===== config.mk =====
export PLATFORM = sky130hd
export DESIGN_NAME = aes_block_fetch
export DESIGN_NICKNAME = d
export VERILOG_FILES = /design/src/rtl/aes_pkg.sv /design/src/rtl/aes_block_fifo.sv /design/src/rtl/aes_block_fetch.sv
export SDC_FILE = /design/constraint.sdc
export NUM_CORES = 1
export LEC_CHECK = 0
export ABC_AREA = 1
export CAP_MARGIN = 10
export CELL_PAD_IN_SITES_DETAIL_PLACEMENT = 0
export CELL_PAD_IN_SITES_GLOBAL_PLACEMENT = 1
export CORE_MARGIN = 1.5
export CORE_UTILIZATION = 39
export CTS_CLUSTER_DIAMETER = 60
export CTS_CLUSTER_SIZE = 24
export DETAILED_ROUTE_END_ITERATION = 8
export PLACE_DENSITY_LB_ADDON = 0.1
export SYNTH_ARGS = -nofsm -noshare
export SYNTH_HDL_FRONTEND = slang
export SYNTH_SLANG_ARGS = --single-unit
export TNS_END_PERCENT = 50

===== constraint.sdc =====
create_clock -name clk -period 8.8 [get_ports clk]
set_clock_uncertainty 0.1 [all_clocks]
set_input_delay 0.88 -clock clk [delete_from_list [all_inputs] [get_ports clk]]
set_output_delay 0.88 -clock clk [all_outputs]
set_load 0.02 [all_outputs]

===== src/rtl/aes_pkg.sv =====
// Shared types for the AES block path: block/row widths, fetch FSM states,
// and the block FIFO entry layout.
package aes_pkg;

  localparam int ROWS_PER_BLOCK = 4;
  localparam int ROW_W          = 32;
  localparam int BLOCK_W        = ROWS_PER_BLOCK * ROW_W;

  typedef logic [BLOCK_W-1:0] aes_block_t;

  typedef enum logic [1:0] {
    S_IDLE  = 2'd0,
    S_FETCH = 2'd1,
    S_DRAIN = 2'd2
  } fetch_state_e;

  // One FIFO entry: the block plus a flag marking the final block of the job.
  typedef struct packed {
    logic       last;
    aes_block_t data;
  } fifo_entry_t;

  // row0 lands in the most significant word.
  function automatic aes_block_t pack_rows(input logic [ROW_W-1:0] r0,
                                           input logic [ROW_W-1:0] r1,
                                           input logic [ROW_W-1:0] r2,
                                           input logic [ROW_W-1:0] r3);
    return {r0, r1, r2, r3};
  endfunction

endpackage


===== src/rtl/aes_block_fifo.sv =====
// Small synchronous FIFO of 128-bit blocks with a per-entry last tag.
// The head entry reads as zero whenever the FIFO is empty.
module aes_block_fifo
  import aes_pkg::*;
#(
  parameter int DEPTH = 2
) (
  input  logic                     clk,
  input  logic                     rst_n,
  input  logic                     push,
  input  fifo_entry_t              push_entry,
  input  logic                     pop,
  output fifo_entry_t              head_entry,
  output logic                     full,
  output logic                     empty,
  output logic [$clog2(DEPTH):0]   count
);

  localparam int AW = $clog2(DEPTH);
  localparam int CW = AW + 1;

  fifo_entry_t   mem [DEPTH];
  logic [AW-1:0] wr_ptr;
  logic [AW-1:0] rd_ptr;
  logic [CW-1:0] count_q;
  logic          do_push;
  logic          do_pop;

  assign full    = (count_q == CW'(DEPTH));
  assign empty   = (count_q == '0);
  assign count   = count_q;
  assign do_push = push & ~full;
  assign do_pop  = pop & ~empty;

  // NOTE: sequential state is updated with non-blocking assignments so every
  // flop samples pre-edge values regardless of process evaluation order.
  always_ff @(posedge clk) begin
    if (!rst_n) begin
      wr_ptr  <= '0;
      rd_ptr  <= '0;
      count_q <= '0;
    end else begin
      if (do_push) wr_ptr <= wr_ptr + AW'(1);
      if (do_pop)  rd_ptr <= rd_ptr + AW'(1);
      unique case ({do_push, do_pop})
        2'b10:   count_q <= count_q + CW'(1);
        2'b01:   count_q <= count_q - CW'(1);
        default: ;
      endcase
    end
  end

  // NOTE: the storage array has no reset; validity is tracked by count_q and
  // the head is masked when empty, so resetting it would only cost area.
  always_ff @(posedge clk) begin
    if (do_push) mem[wr_ptr] <= push_entry;
  end

  assign head_entry = empty ? '0 : mem[rd_ptr];

endmodule


===== src/rtl/aes_block_fetch.sv =====
// Read-side sequencer: paces the block memory read port, buffers blocks in
// a small FIFO and hands them to the AES core over valid/ready.
module aes_block_fetch
  import aes_pkg::*;
#(
  parameter int DEPTH = 2,
  parameter int CNT_W = 16
) (
  input  logic             clk,
  input  logic             rst_n,
  input  logic             start,
  input  logic [CNT_W-1:0] num_blocks,
  output logic             ren,
  input  logic [ROW_W-1:0] row0,
  input  logic [ROW_W-1:0] row1,
  input  logic [ROW_W-1:0] row2,
  input  logic [ROW_W-1:0] row3,
  output logic             blk_valid,
  input  logic             blk_ready,
  output aes_block_t       blk_data,
  output logic             blk_last,
  output logic             busy,
  output logic             done
);

  localparam int               OCC_W     = $clog2(DEPTH) + 1;
  localparam logic [OCC_W-1:0] DEPTH_OCC = OCC_W'(DEPTH);

  fetch_state_e     state_q;
  fetch_state_e     state_d;
  logic [CNT_W-1:0] num_q;
  logic [CNT_W-1:0] issued_q;
  logic [CNT_W-1:0] popped_q;
  logic             done_q;

  logic             push;
  logic             pop;
  logic             push_last;
  logic             pop_last;
  logic             fifo_full;
  logic             fifo_empty;
  logic [OCC_W-1:0] occupancy;
  fifo_entry_t      push_entry;
  fifo_entry_t      head_entry;

  // Read pacing depends only on registered state, never on blk_ready.
  assign ren  = (state_q == S_FETCH) && (occupancy < DEPTH_OCC);
  assign push = ren & ~fifo_full;

  assign push_last  = (issued_q == num_q - CNT_W'(1));
  assign push_entry = '{last: push_last, data: pack_rows(row0, row1, row2, row3)};

  assign blk_valid = ~fifo_empty;
  assign pop       = blk_valid & blk_ready;
  assign pop_last  = pop && (popped_q == num_q - CNT_W'(1));

  assign blk_data = head_entry.data;
  assign blk_last = head_entry.last;
  assign busy     = (state_q != S_IDLE);
  assign done     = done_q;

  aes_block_fifo #(
    .DEPTH (DEPTH)
  ) u_fifo (
    .clk        (clk),
    .rst_n      (rst_n),
    .push       (push),
    .push_entry (push_entry),
    .pop        (pop),
    .head_entry (head_entry),
    .full       (fifo_full),
    .empty      (fifo_empty),
    .count      (occupancy)
  );

  // NOTE: state_d gets a default before the case so no path leaves it
  // unassigned, which would otherwise infer a latch.
  always_comb begin
    state_d = state_q;
    unique case (state_q)
      S_IDLE:  if (start && (num_blocks != '0)) state_d = S_FETCH;
      S_FETCH: if (push && push_last)            state_d = S_DRAIN;
      S_DRAIN: if (pop_last)                     state_d = S_IDLE;
      default: state_d = S_IDLE;
    endcase
  end

  always_ff @(posedge clk) begin
    if (!rst_n) begin
      state_q  <= S_IDLE;
      num_q    <= '0;
      issued_q <= '0;
      popped_q <= '0;
      done_q   <= 1'b0;
    end else begin
      state_q <= state_d;
      done_q  <= 1'b0;
      if (state_q == S_IDLE) begin
        // A zero-length job completes immediately without touching memory.
        if (start) begin
          num_q    <= num_blocks;
          issued_q <= '0;
          popped_q <= '0;
          done_q   <= (num_blocks == '0);
        end
      end else begin
        if (push) issued_q <= issued_q + CNT_W'(1);
        if (pop)  popped_q <= popped_q + CNT_W'(1);
        done_q <= (state_q == S_DRAIN) && pop_last;
      end
    end
  end

endmodule


### Yosys cells after proc, flatten, opt, wreduce, memory -nomap -nowiden

Memory sizes are Yosys's and may differ from the RTL's. A register that Yosys moved wholly into a read port is not among the register bits.
Index checks and enable logic that the tools add are counted.

* $add $sub $neg: 7
* magnitude comparators: 1
* equal/unequal tests: 11
* muxes and demuxes: 17
* bitwise logic cells: 6
* reduce and logical (&&, ||, !) cells: 17

Operators by type and width (number)
* $mux W129: 1
* $mux W16: 5
* $add A16 B1 Y16 const B: 2
* $eq A16 B16 Y1: 2
* $logic_not A16 Y1: 1
* $reduce_bool A16 Y1: 1
* $sub A16 B1 Y16 const B: 1
* $reduce_bool A2 Y1: 4
* $eq A2 B2 Y1 const B: 3
* $mux W1: 6
* $mux W2: 3
* $ne A2 B2 Y1 const B: 3
* $pmux W2 S3: 1
* $reduce_and A2 Y1: 3
* $logic_and A1 B1 Y1: 5
* $and A1 B1 Y1: 4
* $eq A2 B1 Y1 const B: 2
* $logic_not A2 Y1: 2
* $pmux W2 S2: 1
* $reduce_and A3 Y1: 1
* $add A1 B1 Y1 const B: 2
* $add A2 B1 Y2 const B: 1
* $lt A2 B2 Y1 const B: 1
* $ne A2 B1 Y1 const B: 1
* other kinds (2): 3

* flip-flop bits (word level): 55
* RAM bits: 258
* input port bits: 148
* output and inout bits: 133
* logic and storage cells: 68
* memories kept: 1

Memories
* u_fifo.mem: depth 2, bits a word 129, rd ports 1, clocked after memory_dff 1, write ports 1, line aes_block_fifo.sv:22 `fifo_entry_t mem [DEPTH];`

### Longest topological paths before layout

* depth after elaboration: 6
* depth in mapped cells: 15

### Hierarchy

Synthesis repeated with hierarchy kept, for this count alone.

* cells, all modules: 1274
* area, all modules: 13227.7 sq um

By module, submodules not included
* aes_block_fifo: times used 1, cells each 727, area each 9862.0 sq um
* aes_block_fetch: times used 1, cells each 547, area each 3365.7 sq um

### Least setup slack after synthesis

Ideal clock, no wire load.

* path type: register to register
* from: register state_q[0]
* to: memory u_fifo.mem[0][0] (netlist bit), enable pin
* arrival time: 5.975 ns
* path slack: 2.107 ns
* stages on the path, launching flop included: 5
* clock period less this slack: 6.693 ns
* cell sequence: dfxtp_1 > inv_1 > nor2_4 > nand2_4 > nor2_1

* cells in the longest elaborated chain, start to end: 6

Ends and longest elaborated chain
* start: declaration: line aes_block_fetch.sv:29 `fetch_state_e state_q;`
* start signal: assignment: line aes_block_fetch.sv:96 `state_q <= state_d;`
* $eq A2 B1 Y1: line aes_block_fetch.sv:47 `assign ren = (state_q == S_FETCH) && (occupancy < DEPTH_OCC);`
* $logic_and A1 B1 Y1: line aes_block_fetch.sv:47
* $and A1 B1 Y1: line aes_block_fetch.sv:48 `assign push = ren & ~fifo_full;`
* $and A1 B1 Y1: line aes_block_fifo.sv:32 `assign do_push = push & ~full;`
* $mux W1: line aes_block_fifo.sv:56 `if (do_push) mem[wr_ptr] <= push_entry;`
* $mux W1 (implied by the code): line aes_block_fifo.sv:56
* end: declaration: line aes_block_fifo.sv:22

No other way between the ends.

==> run_results.csv <==
group,metric,value,unit
pwr,netSwitchingPower,0.00154,W
global_routing,vias_in_the_first_global_route,9490,
pwr,power_leakage,6.19,nW
worst_setup_path,rr_worst_depth,6,
layout,utilization,0.533,
synth,synthFlopType,"sky130_fd_sc_hd__edfxtp_1",
worst_setup_path,worst_path_largest_cell_delay,920,ps
floorplan,design.core.area,32700,um2
clocking,cts_tree,"built",
synth,syn-cell-area,13000,um2
floorplan,floorplan.die.width,186,um
clocking,cts_hold_buffers,0,
layout,synthToLayoutAreaGrowth,33.6,%
pwr,proportion_of_power_drawn_by_the_clock_network,0.307,
worst_setup_path,critical_path.endpoint,"blk_data[27]",
outcome,status,"finished clean",
worst_setup_path,setup.worst_path.end_class,"primary output",
layout,filler_free_cell_count_of_the_finished_design,1990,
worst_setup_path,crit_path_max_fanout,95,
job,max_cap_check_violation_count,0,
hold_path,worst_hold_path_type,"reg2reg",
sta,period_needed,4480,ps
synth,synth_cell_types,33,
pwr,powerDensity,268,nW/um2
drt,drt_pass1_iterations,5,
floorplan,die_height,186,um
floorplan,num_io_pins,281,
synth,synth_mux_area_frac,0,
sta,fmax,0.223,GHz
synth,yosys.area_share.simple,0.186,
synth,synth_edf_count,258,
synth,part_of_the_yosys_area_used_for_sequential_elements,0.681,
synth,main_combinational_cell_family_by_area_after_synthesis,"simple AND/OR/NAND/NOR gates",
sta,fin_setup_tns,0,ps
clocking,ctsLongestPathBuffers,3,
layout,layout-drive-gt1-share,0.0570,
layout,nets,1673,
pwr,p_int,0.00312,W
worst_setup_path,critical_path_cell_count,5,
drt,detail_route.drc_violations,0,
clocking,number_of_buffers_added_by_the_clock_tree_synthesis_step,30,
synth,syn_area_per_cell,10.4,um2
worst_setup_path,reg2reg_to,"u_fifo.mem[1][104]",
drt,route.final.wire_length,35700,um
global_routing,antenna_violations_before_repair,5,
worst_setup_path,critPathKind,"reg2out",
worst_setup_path,cp.buffers_inverters,3,
drt,drt-initial-drc-count,560,
placement,dpl.cell_count,1931,
worst_setup_path,r2r-start,"state_q[0]",
floorplan,die-area,34500,um2
drt,routedWlPerCell,17.9,um
sta,max_slew.worst_pin.slew,1110,ps
hold_path,hold_path.startpoint,"u_fifo.rd_ptr",
worst_setup_path,worst_ep_required_time,7820,ps
clocking,worstSkewPairLatency,560,ps
placement,port-buffer-count,280,
clocking,clock-root-buffer,"sky130_fd_sc_hd__clkbuf_16",
worst_setup_path,timing.reg2reg.setup_slack,5520,ps
pwr,post-layout-total-power,0.00466,W
pwr,worst_ir_drop_vdd,0.000163,V
worst_setup_path,timing.critical_path.arrival,3500,ps
synth,synthAdderAreaFrac,0.00384,
sta,finalSetupViolations,0,
clocking,clkSinkCount,314,
clocking,htree_levels,1,
clocking,cts.repair.resized,0,
global_routing,global_route.usage.total,0.199,
drt,ant_nets,0,
worst_setup_path,setup.worst_path.start_class,"flop",
global_routing,grt_remaining_overflow,0,
placement,finalWeightedCongestion,0.809,
worst_setup_path,critical-path-top-delay-family,"buffers and inverters",
floorplan,initial_core_utilization,0.398,
synth,async_flop_share,0,
global_routing,grt_start_max_net_pins,96,
sta,hold_viol_final,0,
worst_setup_path,critical-path-slowest-cell,"sky130_fd_sc_hd__buf_4",
floorplan,rows,66,
worst_setup_path,cp_cell_sequence,"inv_4 > buf_4 > nand2_1 > a21oi_1 > clkdlybuf4s50_1",
sta,rsz0062_at_grt,"no",
sta,worst_slew_margin_rel,0.257,
synth,synth_fp_nets,1402,
synth,synth-compound-area-share,0.0906,
synth,ys.warnings.count,0,
sta,hold_slack,348,ps
global_routing,global_route_wire_length_before_repair,52600,um
pwr,seqPwrFrac,0.384,
pwr,power.combinational.fraction,0.309,
sta,drv_slew,0,
sta,final.period_utilization,0.509,
clocking,cts.clk_slew.worst_paths,70,ps
placement,dpl.hpwl,23700,um
drt,via_count,9807,
synth,number_of_standard_cells_after_synthesis,1250,
drt,detail_route.vias_per_cell,4.93,
synth,yosys.area_share.xor_xnor,0.00403,
clocking,post-cts-setup-buffers,0,
synth,synth.ff_latch_count,314,
pwr,power_switching_share,0.331,
-- worst min path at each step --
stage | cells after the start | slack [ps] | endpoint
6_report | 1 | 350 | flop
5_1_grt | 1 | 390 | flop
4_1_cts | 1 | 350 | flop
3_5_place_dp | 1 | 340 | flop
3_3_place_gp | 1 | 330 | flop
2_1_floorplan | 1 | 330 | flop
-- cells in the final DEF (no fill, tap or decap), types with 10 or more instances in the layout --
master and count:
sky130_fd_sc_hd__nand2_1 398, sky130_fd_sc_hd__clkdlybuf4s50_1 280, sky130_fd_sc_hd__edfxtp_1 258, sky130_fd_sc_hd__a21oi_1 175, sky130_fd_sc_hd__nand3_1 73, sky130_fd_sc_hd__inv_1 66, sky130_fd_sc_hd__nor2_1 56, sky130_fd_sc_hd__dfxtp_1 55
sky130_fd_sc_hd__o21ai_0 37, sky130_fd_sc_hd__clkbuf_16 31, sky130_fd_sc_hd__buf_4 10
-- final cells by class --
type	instances	area [um2]
Sequential cell	314	8870
Fill cell	2965	15300
Clock inverter	23	328
Multi-Input combinational cell	816	3730
Inverter	69	262
Tap cell	442	553
Clock buffer	33	783
Antenna cell	3	7.51
Timing Repair Buffer	290	2880
-- registers in the layout, summed over array words and instances, names as in the netlist, named ones only --
register       count
issued_q          16
popped_q          16
u_fifo.count       2
num_q             16
done               1
u_fifo.wr_ptr      1
u_fifo.mem       258
state_q            2
u_fifo.rd_ptr      1
-- power by group through the flow --
stage          sequential, W  clock [W]  combinational [W]
2_1_floorplan        0.00181          0           0.000788
3_3_place_gp         0.00182          0            0.00145
3_5_place_dp         0.00183          0            0.00146
4_1_cts              0.00179    0.00147            0.00146
5_1_grt              0.00180    0.00153            0.00156
6_report             0.00179    0.00143            0.00144
-- per-stage QoR --
step | worst slack (ps) | area, um2
after floorplan | 2110 | 13000
after global placement | 4860 | 16300
after detailed placement | 4840 | 16300
after CTS | 4230 | 17400
after global routing | 3980 | 17400
final | 4320 | 17400
-- cells by family after synthesis --
group	Yosys count
and+or+nand+nor	578
buffers and inverters	120
adders and majority gates	4
xor gates and xnor gates	6
AOI/OAI and AO/OA	228
DFF	314
-- layer usage --
layer  vias to the layer above  global-route usage  part of all wire
met4                         4              0.0506             0.021
li1                       4867                   -                 -
met3                        44              0.0399             0.072
met5                         -                   0           0.00062
met2                       279               0.348              0.49
met1                      4613               0.253              0.41
-- cells in the mapped netlist (4+ instances only) --
| library cell | n | area share |
|---|---|---|
| sky130_fd_sc_hd__clkbuf_1 | 46 | 0.013 |
| sky130_fd_sc_hd__nor4_1 | 9 | 0.0043 |
| sky130_fd_sc_hd__nand4_1 | 6 | 0.0029 |
| sky130_fd_sc_hd__nand2_2 | 5 | 0.0024 |
| sky130_fd_sc_hd__ha_1 | 4 | 0.0038 |
| sky130_fd_sc_hd__nor2_4 | 5 | 0.0043 |
| sky130_fd_sc_hd__o21ai_0 | 37 | 0.014 |
| sky130_fd_sc_hd__a211oi_1 | 4 | 0.0023 |
| sky130_fd_sc_hd__edfxtp_1 | 258 | 0.59 |
| sky130_fd_sc_hd__nor2_2 | 6 | 0.0029 |
| sky130_fd_sc_hd__dfxtp_1 | 56 | 0.086 |
| sky130_fd_sc_hd__nor2_1 | 59 | 0.017 |
| sky130_fd_sc_hd__nand3_1 | 73 | 0.028 |
| sky130_fd_sc_hd__inv_1 | 67 | 0.019 |
| sky130_fd_sc_hd__nand2_1 | 398 | 0.11 |
| sky130_fd_sc_hd__a21oi_1 | 175 | 0.067 |
| sky130_fd_sc_hd__nor3_1 | 9 | 0.0035 |
| sky130_fd_sc_hd__xor2_1 | 6 | 0.0040 |
(Power assumes the default switching activity.)
